--- src/rtl/countdown_timer.sv ---
// ---------------------------------------------------------------------------
// countdown_timer
//
// Down-counting mm:ss timer for the alarm clock. A BCD preset is loaded and
// the value counts down once per second until it reaches 00:00. At that
// point a one-cycle expiry pulse is raised, and an alarm level is held until
// it is acknowledged or a new preset is loaded.
//
// Parameters
//   TICKS_PER_SEC  clock cycles per one-second decrement (>= 2)
//   WARN_SECS      remaining seconds at or below which warn_o is raised (0..59)
//
// Ports
//   clk_i            clock, all state updates on the rising edge
//   rst_ni           asynchronous active-low reset, clears all state
//   load_i           one-cycle request to load the preset digits
//   ld_min_tens_i    preset minutes tens (0..5, larger values clamp to 5)
//   ld_min_ones_i    preset minutes ones (0..9, larger values clamp to 9)
//   ld_sec_tens_i    preset seconds tens (0..5, larger values clamp to 5)
//   ld_sec_ones_i    preset seconds ones (0..9, larger values clamp to 9)
//   start_i          begin (from IDLE) or resume (from PAUSED) counting
//   pause_i          suspend counting
//   ack_i            clear a pending alarm
//   min_tens_o ..    current BCD digits
//   sec_ones_o
//   running_o        high while in RUN
//   expired_o        one-cycle pulse after the value reaches 00:00
//   alarm_o          level set together with expired_o, held until ack/load
//   warn_o           RUN and 0 < remaining seconds <= WARN_SECS
//   state_o          current FSM state (debug visibility)
//
// Control handshake: load_i, start_i, pause_i and ack_i are single-cycle
// strobes sampled on the rising clock edge; there is no back-pressure. In the
// same cycle load beats start, and start beats pause. A load presented while
// the timer is running is dropped.
// ---------------------------------------------------------------------------
module countdown_timer #(
    parameter int unsigned TICKS_PER_SEC = 1000,
    parameter int unsigned WARN_SECS     = 10
) (
    input  logic       clk_i,
    input  logic       rst_ni,
    input  logic       load_i,
    input  logic [2:0] ld_min_tens_i,
    input  logic [3:0] ld_min_ones_i,
    input  logic [2:0] ld_sec_tens_i,
    input  logic [3:0] ld_sec_ones_i,
    input  logic       start_i,
    input  logic       pause_i,
    input  logic       ack_i,
    output logic [2:0] min_tens_o,
    output logic [3:0] min_ones_o,
    output logic [2:0] sec_tens_o,
    output logic [3:0] sec_ones_o,
    output logic       running_o,
    output logic       expired_o,
    output logic       alarm_o,
    output logic       warn_o,
    output logic [1:0] state_o
);

    // Prescaler width: enough bits to hold TICKS_PER_SEC-1.
    localparam int unsigned PW = (TICKS_PER_SEC > 2) ? $clog2(TICKS_PER_SEC) : 1;
    localparam logic [PW-1:0] PRE_MAX = PW'(TICKS_PER_SEC - 1);
    localparam logic [11:0]   WARN_LIMIT = 12'(WARN_SECS);

    typedef enum logic [1:0] {
        ST_IDLE    = 2'd0,
        ST_RUN     = 2'd1,
        ST_PAUSED  = 2'd2,
        ST_EXPIRED = 2'd3
    } state_e;

    // -----------------------------------------------------------------------
    // Registers
    // -----------------------------------------------------------------------
    state_e        state_q, state_d;
    logic [PW-1:0] presc_q, presc_d;
    logic [2:0]    min_tens_q, min_tens_d;
    logic [3:0]    min_ones_q, min_ones_d;
    logic [2:0]    sec_tens_q, sec_tens_d;
    logic [3:0]    sec_ones_q, sec_ones_d;
    logic          expired_q, expired_d;
    logic          alarm_q, alarm_d;

    // -----------------------------------------------------------------------
    // Preset clamping
    // -----------------------------------------------------------------------
    logic [2:0] ld_mt_c;
    logic [3:0] ld_mo_c;
    logic [2:0] ld_st_c;
    logic [3:0] ld_so_c;

    always_comb begin
        ld_mt_c = (ld_min_tens_i > 3'd5) ? 3'd5 : ld_min_tens_i;
        ld_mo_c = (ld_min_ones_i > 4'd9) ? 4'd9 : ld_min_ones_i;
        ld_st_c = (ld_sec_tens_i > 3'd5) ? 3'd5 : ld_sec_tens_i;
        ld_so_c = (ld_sec_ones_i > 4'd9) ? 4'd9 : ld_sec_ones_i;
    end

    // -----------------------------------------------------------------------
    // Value status and BCD borrow chain
    // -----------------------------------------------------------------------
    logic       is_zero;
    logic       is_one;
    logic       borrow_so;
    logic       borrow_st;
    logic       borrow_mo;
    logic [2:0] dec_mt;
    logic [3:0] dec_mo;
    logic [2:0] dec_st;
    logic [3:0] dec_so;

    always_comb begin
        is_zero = (min_tens_q == 3'd0) && (min_ones_q == 4'd0) &&
                  (sec_tens_q == 3'd0) && (sec_ones_q == 4'd0);
        // 00:01 is the only value whose decrement lands on 00:00.
        is_one  = (min_tens_q == 3'd0) && (min_ones_q == 4'd0) &&
                  (sec_tens_q == 3'd0) && (sec_ones_q == 4'd1);

        borrow_so = (sec_ones_q == 4'd0);
        dec_so    = borrow_so ? 4'd9 : (sec_ones_q - 4'd1);

        borrow_st = borrow_so && (sec_tens_q == 3'd0);
        dec_st    = sec_tens_q;
        if (borrow_so) begin
            dec_st = (sec_tens_q == 3'd0) ? 3'd5 : (sec_tens_q - 3'd1);
        end

        borrow_mo = borrow_st && (min_ones_q == 4'd0);
        dec_mo    = min_ones_q;
        if (borrow_st) begin
            dec_mo = (min_ones_q == 4'd0) ? 4'd9 : (min_ones_q - 4'd1);
        end

        // Only reached with a nonzero value, so min_tens never underflows.
        dec_mt = borrow_mo ? (min_tens_q - 3'd1) : min_tens_q;
    end

    // -----------------------------------------------------------------------
    // Remaining time in seconds, used only for the warning window
    // -----------------------------------------------------------------------
    logic [11:0] total_secs;

    always_comb begin
        total_secs = (12'(min_tens_q) * 12'd600) + (12'(min_ones_q) * 12'd60) +
                     (12'(sec_tens_q) * 12'd10)  + 12'(sec_ones_q);
    end

    // -----------------------------------------------------------------------
    // Control qualifiers
    // -----------------------------------------------------------------------
    logic load_ok;
    logic tick;

    always_comb begin
        load_ok = load_i && (state_q != ST_RUN);
        // The decrement edge: prescaler at its top while running.
        tick    = (state_q == ST_RUN) && (presc_q == PRE_MAX);
    end

    // -----------------------------------------------------------------------
    // FSM next state
    // -----------------------------------------------------------------------
    always_comb begin
        state_d = state_q;
        case (state_q)
            ST_IDLE: begin
                if (load_ok) begin
                    state_d = ST_IDLE;
                end else if (start_i && !is_zero) begin
                    state_d = ST_RUN;
                end
            end
            ST_RUN: begin
                // A decrement on the pause edge still lands; reaching zero
                // takes precedence over pausing.
                if (tick && is_one) begin
                    state_d = ST_EXPIRED;
                end else if (pause_i) begin
                    state_d = ST_PAUSED;
                end
            end
            ST_PAUSED: begin
                if (load_ok) begin
                    state_d = ST_IDLE;
                end else if (start_i) begin
                    state_d = ST_RUN;
                end
            end
            ST_EXPIRED: begin
                if (load_ok) begin
                    state_d = ST_IDLE;
                end
            end
            default: state_d = ST_IDLE;
        endcase
    end

    // -----------------------------------------------------------------------
    // Datapath next state: digits, prescaler, expiry pulse, alarm
    // -----------------------------------------------------------------------
    always_comb begin
        min_tens_d = min_tens_q;
        min_ones_d = min_ones_q;
        sec_tens_d = sec_tens_q;
        sec_ones_d = sec_ones_q;
        presc_d    = presc_q;
        expired_d  = 1'b0;
        alarm_d    = alarm_q;

        if (ack_i) begin
            alarm_d = 1'b0;
        end

        if (load_ok) begin
            min_tens_d = ld_mt_c;
            min_ones_d = ld_mo_c;
            sec_tens_d = ld_st_c;
            sec_ones_d = ld_so_c;
            presc_d    = '0;
            alarm_d    = 1'b0;
        end else begin
            case (state_q)
                ST_IDLE: begin
                    if (start_i && !is_zero) begin
                        presc_d = '0;
                    end
                end
                ST_RUN: begin
                    if (tick) begin
                        presc_d = '0;
                        if (!is_zero) begin
                            min_tens_d = dec_mt;
                            min_ones_d = dec_mo;
                            sec_tens_d = dec_st;
                            sec_ones_d = dec_so;
                        end
                        if (is_one) begin
                            expired_d = 1'b1;
                            alarm_d   = 1'b1;
                        end
                    end else if (!pause_i) begin
                        presc_d = presc_q + PW'(1);
                    end
                end
                default: begin
                    // PAUSED and EXPIRED hold everything; resuming from
                    // PAUSED keeps the prescaler where it stopped.
                end
            endcase
        end
    end

    // -----------------------------------------------------------------------
    // State registers
    // -----------------------------------------------------------------------
    always_ff @(posedge clk_i or negedge rst_ni) begin
        if (!rst_ni) begin
            state_q <= ST_IDLE;
        end else begin
            state_q <= state_d;
        end
    end

    always_ff @(posedge clk_i or negedge rst_ni) begin
        if (!rst_ni) begin
            presc_q    <= '0;
            min_tens_q <= 3'd0;
            min_ones_q <= 4'd0;
            sec_tens_q <= 3'd0;
            sec_ones_q <= 4'd0;
            expired_q  <= 1'b0;
            alarm_q    <= 1'b0;
        end else begin
            presc_q    <= presc_d;
            min_tens_q <= min_tens_d;
            min_ones_q <= min_ones_d;
            sec_tens_q <= sec_tens_d;
            sec_ones_q <= sec_ones_d;
            expired_q  <= expired_d;
            alarm_q    <= alarm_d;
        end
    end

    // -----------------------------------------------------------------------
    // Outputs
    // -----------------------------------------------------------------------
    always_comb begin
        min_tens_o = min_tens_q;
        min_ones_o = min_ones_q;
        sec_tens_o = sec_tens_q;
        sec_ones_o = sec_ones_q;
        running_o  = (state_q == ST_RUN);
        expired_o  = expired_q;
        alarm_o    = alarm_q;
        warn_o     = (state_q == ST_RUN) && (total_secs != 12'd0) &&
                     (total_secs <= WARN_LIMIT);
        state_o    = state_q;
    end

endmodule

--- config.mk ---
export PLATFORM = sky130hd
export DESIGN_NAME = countdown_timer
export DESIGN_NICKNAME = d
export VERILOG_FILES = /design/src/rtl/countdown_timer.sv
export SDC_FILE = /design/constraint.sdc
export NUM_CORES = 1
export LEC_CHECK = 0
export CAP_MARGIN = 20
export CORE_MARGIN = 3
export CORE_UTILIZATION = 45
export DETAILED_ROUTE_END_ITERATION = 8
export PLACE_DENSITY = 0.67
export SYNTH_ARGS = -nofsm -noshare
export SYNTH_HDL_FRONTEND = slang
export SYNTH_SLANG_ARGS = --single-unit
--- constraint.sdc ---
create_clock -name clk_i -period 13.52 [get_ports clk_i]
set_input_delay 2.704 -clock clk_i [delete_from_list [all_inputs] [get_ports clk_i]]
set_output_delay 2.704 -clock clk_i [all_outputs]
set_load 0.01 [all_outputs]
=== Word level (Yosys, flattened, before mapping) ===
Index checks and enable logic that the tools add are counted.

* $lt $le $gt $ge: 5
* Reduce and logical (&&, ||, !) cells: 31
* Bitwise logic cells: 0
* Muxes and demuxes: 48
* Shift-type cells: 0
* Equality and inequality tests: 12
* Add/sub/neg operators: 8
* Divide/modulo/power cells: 0
* $mul: 3

{| class="wikitable"
|+ Operators by type and width
! operator !! count
|-
| two-way mux 4 bit || 13
|-
| two-way mux 10 bit || 4
|-
| two-way mux 3 bit || 13
|-
| one-hot mux 10 bit (2 select lines) || 1
|-
| AND reduction 4 bit || 4
|-
| two-way mux 2 bit || 7
|-
| adder 12 x 10 -> 12 bit || 1
|-
| adder 12 x 4 -> 12 bit || 1
|-
| adder 12 x 7 -> 12 bit || 1
|-
| <= comparator 12 x 4 -> 1 bit, second input constant || 1
|-
| logical AND 1 bit || 12
|-
| nonzero test 12 bit || 1
|-
| adder 10 x 1 -> 10 bit, second input constant || 1
|-
| equality test 10 bit, second input constant || 1
|-
| nonzero test 2 bit || 5
|-
| multiplier 3 x 7 -> 9 bit, second input constant || 1
|-
| two-way mux 1 bit || 9
|-
| > comparator 4 bit, second input constant || 2
|-
| zero test 4 bit || 2
|-
| multiplier 4 x 4 -> 8 bit, second input constant || 1
|-
| one-hot mux 2 bit (4 select lines) || 1
|-
| subtractor 4 x 1 -> 4 bit, second input constant || 2
|-
| > comparator 3 bit, second input constant || 2
|-
| zero test 3 bit || 2
|-
| 14 further kinds || 19
|}

* Register bits: 28
* Bits in read-only memories: 0
* Bits in writable memories: 0
* Bits of input ports: 20
* Memories: 0
* Latch bits: 0
* Word-level logic and storage cells: 115

=== Logic depth before layout (Yosys ltp) ===
* Word-level depth: 9
* Depth in mapped cells: 18
* Mapped depth without buffers: 18

=== Worst setup path after synthesis ===
OpenSTA, ideal clock, no wires.

* Path type: reg2out
* Start: reg min_ones_q[0] (netlist: min_ones_o[0])
* End: out warn_o
* Path buffers: 0
* Path slack: 5.891 ns
* Stages on the path, launching flop included: 18
* Arrival time: 4.925 ns
* Required time: 10.816 ns
* Path through: dfrtp_1 fa_1 inv_1 fa_1 inv_1 ha_1 a21o_1 a21oi_1 o21bai_1 a21oi_1 xnor2_1 ha_1 ha_1 ha_1 a222oi_1 nand4_1 or4_1 nor4_1

* Longest elaborated chain between the ends: 7

{| class="wikitable"
|+ RTL lines
! what !! line !! RTL
|-
| start: declaration || 80 || <nowiki>logic [3:0] min_ones_q, min_ones_d;</nowiki>
|-
| start signal: assignment || 278 || <nowiki>min_ones_q <= min_ones_d;</nowiki>
|-
| multiplier 4 x 4 -> 8 bit (*) || 146 || <nowiki>total_secs = (12'(min_tens_q) * 12'd600) + (12'(min_ones_q) * 12'd60) +</nowiki>
|-
| adder 12 x 10 -> 12 bit (*) || 146 ||
|-
| adder 12 x 7 -> 12 bit (*) || 146 ||
|-
| adder 12 x 4 -> 12 bit (*) || 147 || <nowiki>(12'(sec_tens_q) * 12'd10) + 12'(sec_ones_q);</nowiki>
|-
| branches (longest 2 deep; another with <= comparator 12 x 4 -> 1 bit) || n/a ||
|-
| logical AND 1 bit (*) || 297 || <nowiki>warn_o = (state_q == ST_RUN) && (total_secs != 12'd0) &&</nowiki>
|-
| end: declaration || 58 || <nowiki>output logic warn_o,</nowiki>
|}

Mark *: on every way between the ends.

=== Final worst setup path ===
Same ends and word-level chain as after synthesis.

==> results_dict.tcl <==
set metrics [dict create \
    ys_warn_count 0 \
    dieHeight_um 88.4 \
    fin_ws_ns 4.92 \
    grtUsageMet2_pct 29.3 \
    synth_flop_cell "dfrtp_1" \
    slowest_delay_ns 0.59 \
    path_buf_inv 3 \
    die_w_um 88.4 \
    fin_hold_ws_ns 0.487 \
    cts.repair.resized 0 \
    path_cells "fa_1, inv_1, fa_1, inv_1, ha_1, a21o_1, a21oi_1, o21bai_1, a21oi_1, xnor2_1, ha_1, ha_1, ha_1, nor2b_1, a222oi_1, nand4_1, or4_1, nor4_1, clkdlybuf4s50_1" \
    multiInputGateArea_um2 2150 \
    syn_nets 424 \
    reg2reg_depth 6 \
    antenna_cells 0 \
    layout.nets 461 \
    cp_max_fo 7 \
    required_ns 10.82 \
    finalMaxSlewViolations 0 \
    cts-hold-fix-buffers 0 \
    n_fill_cell 603 \
    wl_per_cell_um 15.0 \
    htreeDepth 1 \
    timing.critical_path.mode_cell "ha_1" \
    tns_ns 0 \
    min-delay-path-class "flip-flop to flip-flop" \
    postSynthCellCount 343 \
    worstPathArrival_ns 5.90 \
    numCtsBuffers 3 \
    regToRegStartpoint "sec_tens_o[1]" \
    ant_nets 0 \
    yosys-top-cells-area "dfrtp_1 23%, ha_1 20%, fa_1 8.5%" \
    hpwl_mm 5.45 \
    antenna_found_initial 0 \
    skew_ns 0.00618 \
    rr_endpoint "min_ones_o[2]" \
    synth_area_um2 3060 \
    drc 0 \
    drive_gt1_share_pct 5.80 \
    clockBufferDepth 2 \
    synth_top_area_cell "dfrtp_1" \
    io_buffers 39 \
    routed_via_density 5.57 \
    syn2layout_area_growth_pct 17.3 \
    startpoint_type "flip-flop" \
    rsz0062_at_grt "no" \
    finalSetupViolCount 0 \
    cts_setup_buffers 0 \
    drt-pass1-iter-count 4 \
    pin_count 40 \
    clockRootBuffer "clkbuf_8" \
    hp-start "presc_q[9]" \
    r2r_setup_slack_ns 11.04 \
    grt_util_met3_pct 2.61 \
    clk_latency_ns 0.28 \
    cts_sinks 28 \
    holdPathEnd "presc_q[9]" \
    slew_headroom_pct 56.9 \
    hold_depth 1 \
    outcome "finished, final reports clean" \
    path_class "flip-flop to output pin" \
    synth_edf_count 0 \
    worst_slew_pin_slew_ns 0.638 \
    num_rows 29 \
    start_util_pct 47.3 \
    clk_pin_slew_ns 0.11 \
    grt_pass1_vias 2456 \
    gp_congestion 0.853 \
    dp_slack_ns 5.20 \
    use_met1_pct 28.4 \
    period_share_pct 63.6 \
    ys_seq_area_share_pct 22.9 \
    finalWirelength_mm 6.84 \
    synth.avg_cell_area_um2 8.92 \
    hold_violations 0 \
    die_area_um2 7820 \
    end_kind "output pin" \
    design.core.area_um2 6460 \
    cpLargestDelayFamily "adder cells" \
    busiest_layer "met2" \
    grt.total_usage_pct 18.8 \
    synth_top_area_share_pct 22.9 \
    via_count 2538 \
    ys_seq_elements 28 \
    grt_pass1_wl_mm 11.8 \
    drt-initial-drc-count 110 \
    placedCellCount 452 \
    max_freq_ghz 0.116 \
    fin_cells 456 \
    fin_crit_ns 8.60 \
    synth_most_common_cell "ha_1" \
    grt_overflow_total 0 \
    critical-path-slowest-cell "fa_1" \
    register_area_um2 701 \
    max_cap_violations 0 \
    synth_top_cells_by_count "48 x ha_1, 45 x inv_1, 32 x o21ai_0" \
    cts_tree "done" \
    async_reset_ff_share_pct 100 \
    ys_types 57 \
    grt_max_degree 29 \
]
==> through the flow <==
stage          instance area, um^2  utilization, %
2_1_floorplan                 3060               -
3_3_place_gp                  3520            54.5
3_5_place_dp                  3520            54.5
4_1_cts                       3590            55.6
5_1_grt                       3590            55.6
6_report                      3590            55.6
==> worst max-delay path by stage <==
stage / end / cells past startpoint / startpoint
4_1_cts: warn_o / 19 / min_ones_o[0]
3_3_place_gp: warn_o / 19 / min_ones_o[0]
5_1_grt: warn_o / 19 / min_ones_o[0]
6_report: warn_o / 19 / min_ones_o[0]
3_5_place_dp: warn_o / 19 / min_ones_o[0]
2_1_floorplan: warn_o / 17 / min_ones_o[0]
==> per-layer routing <==
layer	share of wire, %	vias up	wire, um
met5	0	-	0
met4	0.44	0	30
met3	3.2	4	220
met2	43	38	2970
met1	53	1213	3610
li1	-	1283	-
==> final cells by class <==
type	instances	area share, %
clock buffer	3	1.15
clock inverter	1	0.837
inverter	46	4.81
multi-input combinational	261	59.9
sequential	28	19.5
tap	77	2.68
timing repair buffer	40	11.1
==> kinds of logic (layout without fill, tap and decap cells) <==
kind of cell | count (synthesis) | in the layout | synth area share [%]
AND/OR/NAND/NOR | 97 | 97 | 19.0
AO/OA/AOI/OAI | 81 | 81 | 16.0
adder cells (fa/ha/maj) | 61 | 61 | 28.2
buffers and inverters | 54 | 90 | 6.79
flip-flops | 28 | 28 | 22.9
XOR/XNOR | 16 | 16 | 5.07
multiplexers | 6 | 6 | 2.09
==> sequential cells by signal, indices dropped and copies added (netlist names) <==
register    cells
min_ones_o      4
expired_o       1
state_o         2
alarm_o         1
sec_tens_o      3
min_tens_o      3
sec_ones_o      4
presc_q        10
==> layout by cell type, fill, tap and decap left out, types with 2 or more instances in the layout <==
| cell | n |
|---|---|
| nand3_1 | 4 |
| mux2i_1 | 3 |
| a31oi_1 | 9 |
| o31ai_1 | 2 |
| nor4_1 | 3 |
| and4b_1 | 3 |
| nand2_1 | 13 |
| inv_1 | 45 |
| or4_1 | 5 |
| o21bai_1 | 2 |
| ha_1 | 48 |
| fa_1 | 13 |
| o21ai_0 | 32 |
| a21o_1 | 4 |
| nand3b_1 | 3 |
| a21oi_1 | 16 |
| o211ai_1 | 3 |
| a31o_2 | 2 |
| a211oi_1 | 3 |
| nor2_1 | 25 |
| nor2b_1 | 5 |
| nand4_1 | 6 |
| xnor2_1 | 12 |
| and3_1 | 3 |
| nor3_1 | 5 |
| mux2_2 | 3 |
| xor2_1 | 3 |
| clkdlybuf4s50_1 | 39 |
| o41ai_1 | 2 |
| nand2b_1 | 6 |
| dfrtp_1 | 28 |
| clkbuf_8 | 3 |
Power is left out: the tool's default activity adds up to more than one toggle a clock period on the data nets, which glitch-free logic cannot reach.
